[config.mk]
export PLATFORM = sky130hd
export DESIGN_NAME = hazard_fwd_unit
export DESIGN_NICKNAME = d
export VERILOG_FILES = /design/src/rtl/hazard_fwd_unit.sv
export SDC_FILE = /design/constraint.sdc
export NUM_CORES = 1
export LEC_CHECK = 0
export ABC_AREA = 1
export CAP_MARGIN = 25
export CELL_PAD_IN_SITES_DETAIL_PLACEMENT = 1
export CELL_PAD_IN_SITES_GLOBAL_PLACEMENT = 1
export CORE_ASPECT_RATIO = 1.2
export CORE_UTILIZATION = 45
export DETAILED_ROUTE_END_ITERATION = 6
export DONT_BUFFER_PORTS = 1
export GPL_ROUTABILITY_DRIVEN = 0
export PLACE_DENSITY_LB_ADDON = 0.1
export RECOVER_POWER = 50
export SLEW_MARGIN = 10
export SYNTH_ARGS = -nofsm -noshare
export SYNTH_HDL_FRONTEND = slang
export SYNTH_SLANG_ARGS = --single-unit
[constraint.sdc]
create_clock -name clk -period 2.4 [get_ports clk]
set_input_delay 0.24 -clock clk [delete_from_list [all_inputs] [get_ports clk]]
set_output_delay 0.24 -clock clk [all_outputs]
set_load 0.01 [all_outputs]
[src/rtl/hazard_fwd_unit.sv]
// hazard_fwd_unit
//   Hazard and forwarding controller for the 5-stage in-order pipeline.
//   It keeps a shadow copy of the EX/MEM/WB destination registers and a
//   per-register busy counter. From these it produces the ID-stage stall,
//   the per-source EX forwarding selects, and a saturating count of stall
//   cycles.
// Ports
//   clk, rst      rising-edge clock, synchronous active-high reset
//   id_*          instruction presented in ID (valid, sources, dest, latency)
//   flush         squash the ID instruction this cycle
//   stall         hold PC and IF/ID, and insert a bubble into EX
//   forward       2 bits per EX source: 00 regfile, 01 EX/MEM, 10 MEM/WB
//   stall_cycles  number of cycles with stall=1, saturating at all-ones

// One source operand: the ID hazard check and the EX forward select.
module hazard_fwd_src #(
    parameter int ADDR_W = 5
) (
    input  logic [ADDR_W-1:0] id_rs,
    input  logic              id_used,
    input  logic              id_busy,
    input  logic [ADDR_W-1:0] ex_rs,
    input  logic              ex_used,
    input  logic [ADDR_W-1:0] mem_rd,
    input  logic              mem_we,
    input  logic [ADDR_W-1:0] wb_rd,
    input  logic              wb_we,
    output logic              hazard,
    output logic [1:0]        fwd
);
    always_comb begin
        hazard = id_used && (id_rs != '0) && id_busy;
        fwd    = 2'b00;
        // The MEM slot holds the younger producer, so it is checked first.
        if (ex_used && (ex_rs != '0)) begin
            if (mem_we && (mem_rd == ex_rs))     fwd = 2'b01;
            else if (wb_we && (wb_rd == ex_rs))  fwd = 2'b10;
        end
    end
endmodule

module hazard_fwd_unit #(
    parameter int NUM_SRC = 2,
    parameter int ADDR_W  = 5,
    parameter int CNT_W   = 32
) (
    input  logic                      clk,
    input  logic                      rst,
    input  logic                      id_valid,
    input  logic [NUM_SRC*ADDR_W-1:0] id_rs_addr,
    input  logic [NUM_SRC-1:0]        id_rs_used,
    input  logic [ADDR_W-1:0]         id_rd_addr,
    input  logic                      id_reg_write,
    input  logic [1:0]                id_lat,
    input  logic                      flush,
    output logic                      stall,
    output logic [2*NUM_SRC-1:0]      forward,
    output logic [CNT_W-1:0]          stall_cycles
);
    localparam int NUM_REGS = 2 ** ADDR_W;

    // Remaining cycles before each register's pending result is forwardable.
    logic [NUM_REGS-1:0][1:0]        cnt_q, cnt_d;
    // Write-enable of the EX, MEM and WB shadows ([0]=EX, [1]=MEM, [2]=WB).
    logic [2:0]                      vld_pipe_q, vld_pipe_d;
    logic [2:0][ADDR_W-1:0]          rd_pipe_q, rd_pipe_d;
    logic [NUM_SRC-1:0][ADDR_W-1:0]  ex_rs_q, ex_rs_d;
    logic [NUM_SRC-1:0]              ex_rs_used_q, ex_rs_used_d;
    logic [CNT_W-1:0]                stall_cycles_q, stall_cycles_d;

    logic [NUM_SRC-1:0][ADDR_W-1:0]  id_rs;
    logic [NUM_SRC-1:0]              id_busy;
    logic [NUM_SRC-1:0]              hazard;
    logic [NUM_SRC-1:0][1:0]         fwd;
    logic                            accept;
    logic [1:0]                      lat_eff;

    assign id_rs = id_rs_addr;

    for (genvar k = 0; k < NUM_SRC; k++) begin : g_src
        assign id_busy[k] = (cnt_q[id_rs[k]] != 2'd0);

        hazard_fwd_src #(.ADDR_W(ADDR_W)) u_src (
            .id_rs   (id_rs[k]),
            .id_used (id_rs_used[k]),
            .id_busy (id_busy[k]),
            .ex_rs   (ex_rs_q[k]),
            .ex_used (ex_rs_used_q[k]),
            .mem_rd  (rd_pipe_q[1]),
            .mem_we  (vld_pipe_q[1]),
            .wb_rd   (rd_pipe_q[2]),
            .wb_we   (vld_pipe_q[2]),
            .hazard  (hazard[k]),
            .fwd     (fwd[k])
        );
    end

    // Flush wins over stall: a squashed instruction never waits.
    assign stall        = id_valid && !flush && (|hazard);
    assign accept       = id_valid && !stall && !flush;
    assign lat_eff      = (id_lat == 2'd3) ? 2'd2 : id_lat;
    assign forward      = fwd;
    assign stall_cycles = stall_cycles_q;

    always_comb begin
        for (int r = 0; r < NUM_REGS; r++) begin
            cnt_d[r] = (cnt_q[r] != 2'd0) ? cnt_q[r] - 2'd1 : 2'd0;
        end
        // A fresh issue overrides the decrement of its own destination.
        if (accept && id_reg_write && (id_rd_addr != '0)) begin
            cnt_d[id_rd_addr] = lat_eff;
        end

        vld_pipe_d    = {vld_pipe_q[1:0], accept && id_reg_write};
        rd_pipe_d     = {rd_pipe_q[1:0], accept ? id_rd_addr : {ADDR_W{1'b0}}};
        ex_rs_d       = accept ? id_rs : '0;
        ex_rs_used_d  = accept ? id_rs_used : '0;

        stall_cycles_d = stall_cycles_q;
        if (stall && (stall_cycles_q != '1)) begin
            stall_cycles_d = stall_cycles_q + CNT_W'(1);
        end
    end

    always_ff @(posedge clk) begin
        if (rst) begin
            cnt_q          <= '0;
            vld_pipe_q     <= '0;
            rd_pipe_q      <= '0;
            ex_rs_q        <= '0;
            ex_rs_used_q   <= '0;
            stall_cycles_q <= '0;
        end else begin
            cnt_q          <= cnt_d;
            vld_pipe_q     <= vld_pipe_d;
            rd_pipe_q      <= rd_pipe_d;
            ex_rs_q        <= ex_rs_d;
            ex_rs_used_q   <= ex_rs_used_d;
            stall_cycles_q <= stall_cycles_d;
        end
    end
endmodule

==> summary.txt, run 1 <==
Run status
  – Status: complete, no violations

Yosys
  – Post-synth top area cell: dfxtp_1
  – Post-synthesis sequential area ratio: 33.2%
  – Synth cell types: 31
  – Post-Syn Nets: 1225
  – Area share of the largest cell type after synthesis: 33.2%
  – Synth warn: 0
  – Post-Syn Area per Cell: 6.32 sq um
  – Synth Cell Area: 7590 sq um
  – Syn Inst Count: 1200
  – Area contributors post-synth: dfxtp_1, nand2_1, nand3_1
  – Yosys reg bits: 126

Global routing
  – Largest net degree at the start of global routing: 98
  – Vias in the first global route: 8326
  – Initial antenna violation count: 0
  – Gr ovfl total: 0
  – First-pass GRT wire length: 42.6 mm
  – GRT Resource Usage Total: 31.8%

Die
  – CORE AREA: 16300 sq um
  – Die H: 144 um
  – Die width: 121 um
  – Site row count: 51
  – Die ar.: 17400 sq um
  – Initial core utilization: 46.5%
  – Top-Level Pins: 61

Final layout
  – Proportion of layout cells with a drive suffix above 1: 8.48%
  – Commonest non-fill, non-tap cell in the layout: nand2_1
  – Post-route cell area: 8750 sq um
  – Fill cell count: 2237
  – Diodes inserted: 0
  – Non-filler instance count after layout: 1439
  – P&R area growth vs syn: 15.3%
  – Layout Nets: 1239
  – Most used cells in the layout excluding fill and tap cells: nand2_1, nand3_1, nor2_1, inv_1, dfxtp_1

Setup path
  – CP startpoint kind: flop
  – Worst Path Max Fanout: 4
  – Critical path cell sequence: or2_2 > nand2_1 > nand3_1 > nand3_2 > nand2_2 > nand2_1 > nand3_1 > nand3_2 > nand2_2 > nand2_2 > inv_2 > buf_12 > buf_4
  – Largest delay share family, worst path: simple AND/OR/NAND/NOR gates
  – WP data required: 2.16 ns
  – Critical R2R Launch: cnt_q[32]$_SDFF_PP0_
  – Worst Setup End Kind: primary output
  – CP bufs+invs: 3
  – Critical Path AT: 2.11 ns
  – CP startpoint: cnt_q[32]$_SDFF_PP0_
  – Worst path max stage delay: 0.34 ns
  – CP max-delay cell: dfxtp_2
  – Worst setup path class: reg -> out
  – Crit path top cell by count: nand2_2

Power and ir drop
  – Switching Power: 0.00134 W
  – Switching share of total power: 25.7%
  – Pwr/cell area: 595 nW/um^2
  – Leakage: 3.17 nW
  – Logic pwr share: 7.2%
  – Peak supply drop: 0.000496 V
  – Clock power frac: 52.2%
  – Sequential Power Share: 40.6%
  – Power Internal: 0.00387 W

Placed design
  – IO buf count: 0
  – DP Worst Slack: 0.171 ns
  – Cell count after placement: 1392
  – Placed cell area: 7930 sq um
  – Post-DP HPWL: 18.3 mm

Timing
  – Sum Neg Setup Slack: 0 ns
  – Unrepaired setup endpoints after global routing: true
  – Final worst slack: 0.0498 ns
  – Fin crit period: 2.35 ns
  – Final hold violations: 0
  – Fin crit share: 97.9%
  – Actual slew at the worst max-slew pin: 0.710 ns
  – Clk_skew: 0.00764 ns
  – Max Fclk: 426 MHz
  – Slew Viols, Final: 0
  – Final setup vio count: 0
  – Rel. slew slack: 52.3%

CTS
  – Num CTS Buffers: 17
  – Clock slew at reported path FFs: 0.06 ns
  – CTS H-Tree Depth: 4
  – CTS tree: done
  – Clk buf depth: 2
  – Clock insertion delay at the later pin of the skew report: 0.43 ns
  – Clock root buffer: clkbuf_16
  – Num Clock Sinks: 126

Detailed routing
  – Vias/cell: 5.80
  – Vias after detailed routing: 8341
  – Initial DRC count: 462
  – Total wire length: 27.3 mm
  – Final antenna-violating net count: 0
  – Pre-antenna DRT Iters: 5
  – Routed len/inst: 18.9 um
  – DRC: 0

Min path
  – Worst min-delay path class: in -> reg
  – Hold path startpoint: id_rd_addr[3]

Run
  – # Max-Cap Violations: 0
worst reg2reg max path: cells and delay by family, from the launching register on:
kind | cells | cell delay, ns
compound gates | 1 | 0.20
buf+inv | 2 | 0.37
flops | 1 | 0.34
simple gates | 11 | 1.29
synthesized netlist by cell type (all sizes together):
library cell  number
clkbuf            30
ha                 1
nand3            152
nand2            255
buf               22
o21bai            54
o41ai              1
a2111oi            1
clkinv             1
xnor2              4
nor3              26
or2                2
o2111ai            2
o22ai              3
xor2              36
nand4              9
nor4              14
a21oi             96
nor2             154
o21ai             81
inv              129
dfxtp            126
o211ai             1
sequential cells by signal (all words and copies together), names as in the netlist:
register	count
ex_rs_used_q	2
vld_pipe_q	3
ex_rs_q	10
rd_pipe_d	10
rd_pipe_q	5
stall_cycles	32
cnt_q	64
final cells by class:
type | count | area (sq um) | area share, %
clock buffer | 17 | 425 | 4.86
clock inverter | 15 | 186 | 2.13
inverter | 130 | 488 | 5.58
multi-input combinational | 892 | 4380 | 50.0
sequential | 126 | 2530 | 29.0
tap | 212 | 265 | 3.03
timing repair buffer | 47 | 477 | 5.45
final timing paths:
kind,endpoint,depth (start not counted),slack [ns]
worst max-delay path,stall,13,0.05
worst min-delay path,rd_pipe_d[8]$_SDFF_PP0_,2,0.02
worst max register to register,cnt_q[29]$_SDFF_PP0_,14,0.12
worst min register to register,vld_pipe_q[1]$_SDFF_PP0_,2,0.41
power groups by stage:
stage,logic (W),clock network [W],registers (W)
2_1_floorplan,0.000224,0,0.00216
3_3_place_gp,0.000303,0,0.00216
3_5_place_dp,0.000308,0,0.00216
4_1_cts,0.000370,0.00276,0.00211
5_1_grt,0.000405,0.00283,0.00211
6_report,0.000375,0.00272,0.00211
timing repair:
item                                    4_1_cts  5_1_grt
endpoints found under the setup margin        1       47
endpoints found under the hold margin       105        0
gates resized for setup                      10       20
hold buffers                                  9        0
cloned                                        1        0
setup buffers                                 2        3
pin swaps                                     0        1
logic make-up after synthesis:
kind of cell,after synthesis,synth area share (%)
adders and majority gates,1,0.165
DFF,126,33.2
AOI/OAI and AO/OA,239,17.8
and+or+nand+nor,612,34.4
buffers and inverters,182,9.81
xor gates and xnor gates,40,4.62
metal layers:
| layer | part of all wire, % | global-route usage [%] | up-vias |
|---|---|---|---|
| met5 | 0 | 0 | - |
| met4 | 3.9 | 16.8 | 0 |
| met3 | 5.4 | 6.82 | 82 |
| met2 | 50 | 56.6 | 249 |
| met1 | 41 | 35.5 | 4036 |
| li1 | - | - | 3974 |
per-stage QoR:
| step | util, % | total power (W) | hold slack (ns) |
|---|---|---|---|
| 4_1_cts | 53.4 | 0.00524 | 0.00683 |
| 3_5_place_dp | 48.5 | 0.00247 | 0.320 |
| 5_1_grt | 53.6 | 0.00535 | 0.0376 |
| 3_3_place_gp | 48.5 | 0.00246 | 0.317 |
| 2_1_floorplan | - | 0.00238 | 0.352 |
| 6_report | 53.6 | 0.00521 | 0.0206 |
(Power assumes the default switching activity.)
==> run 2, diff against run 1 <==
CAP_MARGIN = default   (was 25)
PLACE_DENSITY = 0.89   (was default)
PLACE_DENSITY_LB_ADDON = default   (was 0.1)
==> run 2 against run 1 <==
Against the previous run:
- sequential share of layout area decreased by 0.13 points
- sequential cell count did not move
- core utilization about the same
- first-iteration DRC count up 58%
- highest routed layer unchanged
==> summary.txt, run 2 (synthesis results as in run 1) <==
Min path
  – Hold Path End: vld_pipe_q[0]$_SDFF_PP0_
  – WHS Path Cells: 2
  – Hold path startpoint: id_reg_write
  – Worst min-delay path class: in -> reg

Final layout
  – Commonest non-fill, non-tap cell in the layout: nand2_1
  – Most used cells in the layout excluding fill and tap cells: nand2_1, nor2_1, nand3_1, inv_1, dfxtp_1
  – Post-route cell area: 8760 sq um
  – Fill cell count: 2206
  – Layout Nets: 1247
  – Diodes inserted: 0
  – P&R area growth vs syn: 15.4%
  – Proportion of layout cells with a drive suffix above 1: 7.86%
  – Reg with most FFs: cnt_q
  – Max reg flops: 64
  – Final Core Density: 53.6%

Setup path
  – R2R Setup Slk: 0.03 ns
  – R2R Path End: cnt_q[57]$_SDFF_PP0_
  – WP data required: 2.74 ns
  – Worst setup path class: reg -> reg
  – CP startpoint kind: flop
  – Worst Setup End Kind: flop
  – R2R cell count: 13
  – Worst Path Max Fanout: 7
  – Critical Path AT: 2.71 ns
  – Critical R2R Launch: cnt_q[26]$_SDFF_PP0_

Timing
  – Max Fclk: 423 MHz
  – WHS: 0.0247 ns
  – Final setup vio count: 0
  – Final worst slack: 0.0342 ns
  – Actual slew at the worst max-slew pin: 0.729 ns
  – Slew Viols, Final: 0
  – Final hold violations: 0
  – Rel. slew slack: 51.4%
  – Fin crit share: 98.6%
  – Fin crit period: 2.37 ns
  – Clk_skew: 0.00888 ns

Detailed routing
  – Vias after detailed routing: 8547
  – Routed len/inst: 19.9 um
  – Pre-antenna DRT Iters: 5
  – Final antenna-violating net count: 0
  – Total wire length: 28.7 mm
  – DRC: 0
  – Initial DRC count: 732
  – Vias/cell: 5.91

Global routing
  – Largest net degree at the start of global routing: 98
  – Initial antenna violation count: 0
  – First-pass GRT wire length: 43.0 mm
  – Vias in the first global route: 8629
  – GRT Resource Usage Total: 31.7%
  – Gr ovfl total: 0

Power and ir drop
  – Pwr/cell area: 569 nW/um^2
  – Peak supply drop: 0.000499 V
  – Leakage: 3.16 nW
  – Total Power: 0.00498 W

Placed design
  – Placed cell area: 7930 sq um
  – Post-DP HPWL: 18.2 mm
  – IO buf count: 0
  – DP Worst Slack: 0.115 ns

CTS
  – Clk buf depth: 2
  – Clock insertion delay at the later pin of the skew report: 0.43 ns
  – Clock root buffer: clkbuf_16
  – CTS tree: done
  – Clock slew at reported path FFs: 0.06 ns
  – Num Clock Sinks: 126
  – Num CTS Buffers: 17
  – CTS H-Tree Depth: 4

Die
  – Die H: 144 um
  – CORE AREA: 16300 sq um
  – Die ar.: 17400 sq um
  – Site row count: 51
  – Initial core utilization: 46.5%
  – Top-Level Pins: 61
  – Die width: 121 um

Run status
  – Status: complete, no violations

Run
  – # Max-Cap Violations: 0
## run 2: cell types whose count changed in the layout (fill, tap and decap cells not counted), sizes merged
cell,before,now
buf,30,36
clkbuf,25,30
clkinv,8,11
inv,133,130
bufinv,3,1
bufbuf,1,0
dlygate4sd3,8,7
## run 2: area by class of cell
| class | count | area (sq um) | area share [%] |
|---|---|---|---|
| clock buffers | 18 | 439 | 5.01 |
| flip-flops and latches | 126 | 2520 | 28.8 |
| repair buffers | 55 | 536 | 6.11 |
| clock inverters | 13 | 119 | 1.36 |
| well taps | 212 | 265 | 3.03 |
| inverters | 130 | 488 | 5.57 |
| multi-input cells | 892 | 4390 | 50.1 |
## run 2: stage by stage
stage,setup TNS (ns),cells
floorplan,0,1200
global placement,0,1397
detailed placement,0,1397
CTS,0,1436
global route,-0.110,1446
finish,0,1446
## run 2: worst max path at each step
stage	from	end	slack [ns]	cells after the start
after floorplan	stall_cycles[0]$_SDFFE_PP0P_	stall_cycles[23]$_SDFFE_PP0P_	0.47	12
final	cnt_q[26]$_SDFF_PP0_	cnt_q[57]$_SDFF_PP0_	0.03	13
after detailed placement	id_rs_addr[0]	cnt_q[7]$_SDFF_PP0_	0.11	14
after CTS	cnt_q[63]$_SDFF_PP0_	stall	0.006	13
after global placement	id_rs_addr[0]	cnt_q[23]$_SDFF_PP0_	0.21	13
after global routing	id_rs_addr[0]	stall	-0.06	14
## run 2: report_power, final
| group | total, W | switching [W] | internal (W) |
|---|---|---|---|
| clock network | 0.00247 | 0.00102 | 0.00145 |
| registers | 0.00211 | 0.0000100 | 0.00210 |
| logic | 0.000396 | 0.000274 | 0.000122 |
## run 2: timing repair
| action | in CTS | in global routing |
|---|---|---|
| endpoints found under the setup margin | 1 | 86 |
| resized for setup | 2 | 17 |
| endpoints found under the hold margin | 104 | 0 |
| setup buffers | 0 | 6 |
| gates cloned | 0 | 4 |
| pin swaps | 0 | 3 |
| hold buffers | 8 | 0 |
## run 2: worst max-delay path: stages (launching register included)
cell and delay (ns):
dfxtp_1 0.32, nor2_1 0.29, nor2_1 0.11, nor2_1 0.15, nand3_1 0.09, nand3_1 0.09
nand3_1 0.12, nand3_4 0.13, nand3_1 0.14, nor2_4 0.16, buf_12 0.14, buf_12 0.13
nand3_1 0.11, a21oi_1 0.27
## run 2: metal layers
layer  track usage [%]  routed length (um)  part of all wire [%]  vias up
met5                 0                   0                     0        -
met3              7.29                2080                   7.2      115
met1              33.9               10900                    38     4094
met4              16.2                1400                   4.9        0
li1                  -                   -                     -     3990
met2              58.2               14300                    50      348
==> run 3, diff against run 2 <==
ABC_AREA = 0   (was 1)
CORE_UTILIZATION = 49   (was 45)
==> run 3 against run 2 <==
Against the previous run:
- the flow now stops in 5_1_grt
- area after synthesis decreased by 16%
- synthesized cell count fell by 42%
==> summary.txt, run 3 <==
Run status
  – Status: stopped before the end
  – Stage reached: 5_1_grt
  – Error msg: [ERROR GRT-0232] Routing congestion too high. Check the congestion heatmap in the GUI.

Yosys
  – Most used flip-flop cell after synthesis: dfxtp_1
  – Synth warn: 0
  – Post-synthesis sequential area ratio: 39.5%
  – Most common cell in the netlist: dfxtp_1
  – Yosys reg bits: 126
  – Top post-synthesis cells by count: dfxtp_1, nor2_1, nand2_1
  – Area share of the largest cell type after synthesis: 39.5%
  – Post-Syn Area per Cell: 9.12 sq um
  – Synth Cell Area: 6390 sq um
  – FFs w/ async S/R, synth: 0%
  – Post-synth EDFFs: 0
  – Area contributors post-synth: dfxtp_1, mux2_2, mux2i_1
  – Synth cell types: 49
  – Post-Syn Nets: 726
  – Post-synth top area cell: dfxtp_1
  – Syn Inst Count: 701

Die
  – Top-Level Pins: 61
  – Die H: 127 um
  – Site row count: 45
  – Initial core utilization: 50.4%
  – Die width: 106 um

Global routing
  – Largest net degree at the start of global routing: 120
  – GRT Resource Usage Total: 83.5%
  – Gr ovfl total: 363

Placed design
  – IO buf count: 0
  – Post-DP HPWL: 14.9 mm
  – Cell count after placement: 934
  – Placed cell area: 7460 sq um

Timing
  – Worst EP kind: register input
  – Worst_ep grt: stall_cycles[5]$_SDFFE_PP0P_/D

CTS
  – Clk buf depth: 2
  – CTS H-Tree Depth: 4
  – Clock root buffer: clkbuf_16
  – Num CTS Buffers: 17
  – Num Clock Sinks: 126
-- run 3: cell count changes after synthesis, sizes merged, moves of 40 or more --
cell    delta
nand3    -121
o21bai    -54
mux2      +40
o21ai     -76
inv      -126
a21oi     -65
nor2      -75
nand2    -201
-- run 3: metal layers --
metal | track usage (%) | GRT overflow
met5 | 5.26 | 0
met4 | 93.6 | 106
met3 | 61.9 | 3
met2 | 104 | 254
met1 | 82.4 | 0
-- run 3: logic make-up after synthesis --
| logic type | after synthesis | share of synthesized area [%] |
|---|---|---|
| multiplexers | 84 | 16.6 |
| adder cells (fa/ha/maj) | 1 | 0.196 |
| AND/OR/NAND/NOR | 350 | 30.3 |
| buffers and inverters | 49 | 3.54 |
| flip-flops | 126 | 39.5 |
| AO/OA/AOI/OAI | 71 | 7.11 |
| XOR/XNOR | 20 | 2.74 |
-- run 3: stage by stage --
step	TNS, ns	setup WS, ns
after floorplan	-0.241	-0.0448
after global placement	-11.77	-0.280
after detailed placement	-29.78	-0.472
after CTS	-26.84	-0.419
-- run 3: repair_timing --
item	4_1_cts
hold buffers	34
pin swaps	31
setup buffers	19
endpoints found under the setup margin	113
hold endpoints to repair	60
resized for setup	150
cloned	2
==> run 4, diff against run 3 <==
CELL_PAD_IN_SITES_DETAIL_PLACEMENT = default   (was 1)
CELL_PAD_IN_SITES_GLOBAL_PLACEMENT = default   (was 1)
CORE_ASPECT_RATIO = default   (was 1.2)
CORE_UTILIZATION = 40   (was 49)
PLACE_DENSITY = default   (was 0.89)
PLACE_DENSITY_LB_ADDON = 0.15   (was default)
==> run 4 against run 3 <==
Against the previous run:
- the flow now finishes, with violations (negative setup slack)
- area after synthesis stayed put
- synthesized cell count stayed put
==> summary.txt, run 4 <==
Yosys
  – Top post-synthesis cells by count: dfxtp_1, nor2_1, nand2_1
  – Synth Cell Area: 6390 sq um
  – Synth warn: 0
  – Most common cell in the netlist: dfxtp_1
  – Synth cell types: 49
  – FFs w/ async S/R, synth: 0%
  – Post-Syn Nets: 726
  – Post-synthesis compound-gate area fraction: 7.11%
  – Post-synth top area cell: dfxtp_1
  – Area contributors post-synth: dfxtp_1, mux2_2, mux2i_1
  – Multiplexer share of the synthesized area: 16.6%
  – Yosys reg bits: 126
  – Largest family of logic cells by synthesized area: simple AND/OR/NAND/NOR gates
  – Post-synth EDFFs: 0
  – Area share of the largest cell type after synthesis: 39.5%
  – Syn Inst Count: 701
  – Xor/xnor share of the synthesized area: 2.74%
  – Synth Area in Simple Gates: 30.3%
  – Most used flip-flop cell after synthesis: dfxtp_1
  – Post-Synth Adder-Cell Area: 0.196%
  – Post-synthesis sequential area ratio: 39.5%
  – Post-Syn Area per Cell: 9.12 sq um

Power and ir drop
  – Peak supply drop: 0.000552 V
  – Clock power frac: 49.0%
  – Switching Power: 0.00126 W
  – Switching share of total power: 24.1%
  – Sequential Power Share: 40.4%
  – Leakage: 3.81 nW
  – Power Internal: 0.00397 W
  – Logic pwr share: 10.6%
  – Pwr/cell area: 544 nW/um^2

Min path
  – Worst min-delay path class: in -> reg

Final layout
  – Proportion of layout cells with a drive suffix above 1: 47.3%
  – P&R area growth vs syn: 50.4%
  – Reg with most FFs: cnt_q
  – Diodes inserted: 0
  – Commonest non-fill, non-tap cell in the layout: buf_4
  – Most used cells in the layout excluding fill and tap cells: buf_4, dfxtp_1, nor2_1, nand2_1, mux2i_1
  – Max reg flops: 64
  – Layout Nets: 879
  – Final Core Density: 62.5%

Setup path
  – Worst Setup End Kind: flop
  – Worst Path Max Fanout: 7
  – WP data required: 2.75 ns
  – CP startpoint kind: flop
  – Critical Path AT: 3.09 ns
  – Worst setup path class: reg -> reg

Timing
  – Final worst slack: -0.338 ns
  – Rel. slew slack: 24.8%
  – Slew Viols, Final: 0
  – Unrepaired setup endpoints after global routing: true
  – Actual slew at the worst max-slew pin: 1.12 ns
  – Max Fclk: 365 MHz
  – Final setup vio count: 112
  – Fin crit period: 2.74 ns
  – Clk_skew: 0.00665 ns
  – Fin crit share: 114%
  – Sum Neg Setup Slack: -24.47 ns
  – Final hold violations: 0

CTS
  – CTS H-Tree Depth: 4
  – Num Clock Sinks: 126
  – Clk buf depth: 2
  – CTS tree: done
  – Num CTS Buffers: 17
  – Clock slew at reported path FFs: 0.06 ns
  – Clock insertion delay at the later pin of the skew report: 0.42 ns
  – Clock root buffer: clkbuf_16

Die
  – Die ar.: 16500 sq um
  – Initial core utilization: 41.6%
  – CORE AREA: 15400 sq um
  – Die width: 128 um
  – Top-Level Pins: 61
  – Die H: 128 um
  – Site row count: 45

Placed design
  – Post-DP HPWL: 11.9 mm
  – IO buf count: 0
  – DP Worst Slack: -0.304 ns

Detailed routing
  – Pre-antenna DRT Iters: 5
  – Final antenna-violating net count: 0
  – Routed len/inst: 18.7 um
  – Vias after detailed routing: 6048
  – Initial DRC count: 357
  – Vias/cell: 5.61
  – DRC: 0
  – Total wire length: 20.2 mm

Global routing
  – Initial antenna violation count: 0
  – First-pass GRT wire length: 31.6 mm
  – Vias in the first global route: 6131
  – Gr ovfl total: 0
  – Largest net degree at the start of global routing: 80
  – GRT Resource Usage Total: 25.0%

Run
  – # Max-Cap Violations: 0

Run status
  – Failing checks: negative setup slack
  – Status: complete, but fails checks
## run 4: cell counts after synthesis
Identical to the previous run, type by type.
## run 4: worst max-delay path: stages, from the launching register on
cell,delay [ns]
dfxtp_2,0.34
nor2_2,0.04
mux4_2,0.47
mux4_2,0.50
nand2_2,0.08
o211ai_2,0.09
and2_4,0.20
buf_16,0.14
buf_4,0.16
or4_1,0.50
a21oi_1,0.14
## run 4: area by class of cell
| type | instances | area, sq um |
|---|---|---|
| fillers | 1254 | 5760 |
| multi-input cells | 526 | 4480 |
| flip-flops and latches | 126 | 2560 |
| repair buffers | 180 | 1710 |
| clock buffers | 19 | 453 |
| well taps | 211 | 264 |
| clock inverters | 13 | 141 |
| inverters | 3 | 11.3 |
## run 4: power by group through the flow
stage                     clock network (W)  logic, W  registers (W)
after floorplan                           0  0.000227        0.00216
after global placement                    0  0.000245        0.00216
after detailed placement                  0  0.000248        0.00216
after CTS                           0.00260  0.000463        0.00211
after global routing                0.00268  0.000582        0.00211
final                               0.00256  0.000556        0.00211
## run 4: per-layer routing
layer / wire length [um] / global-route usage (%)
met4: 511 / 10.7
met5: 0 / 0
met3: 1200 / 5.45
met2: 10100 / 43.0
met1: 8450 / 30.1
## run 4: per-stage QoR
stage,hold WS [ns],area (sq um),power [W],std cells
6_report,0.00793,9610,0.00523,1078
5_1_grt,0.0102,9610,0.00538,1078
4_1_cts,0.00232,9080,0.00517,1067
3_5_place_dp,0.331,7570,0.00241,992
3_3_place_gp,0.336,7570,0.00240,992
2_1_floorplan,0.362,6560,0.00238,701
## run 4: logic make-up (layout without fill, tap and decap cells)
| logic type | count (synthesis) | in the layout |
|---|---|---|
| flops | 126 | 126 |
| simple gates | 350 | 350 |
| compound gates | 71 | 71 |
| xor+xnor | 20 | 20 |
| fa+ha+maj | 1 | 1 |
| buf+inv | 49 | 215 |
| mux | 84 | 84 |
## run 4: final timing paths
check	start	end	slack [ns]	depth (start not counted)
setup / recovery	cnt_q[61]$_SDFF_PP0_	stall_cycles[18]$_SDFFE_PP0P_	-0.34	10
hold reg to reg	rd_pipe_d[7]$_SDFF_PP0_	rd_pipe_d[12]$_SDFF_PP0_	0.44	1
setup reg to reg	cnt_q[61]$_SDFF_PP0_	stall_cycles[18]$_SDFFE_PP0P_	-0.34	10
hold / removal	rst	cnt_q[46]$_SDFF_PP0_	0.008	2
## run 4: repair_timing
action	4_1_cts	5_1_grt
pin swaps	37	26
hold endpoints to repair	58	0
setup endpoints to repair	95	113
buffers inserted	18	10
resized for setup	98	97
gates cloned	7	1
hold buffers	18	0
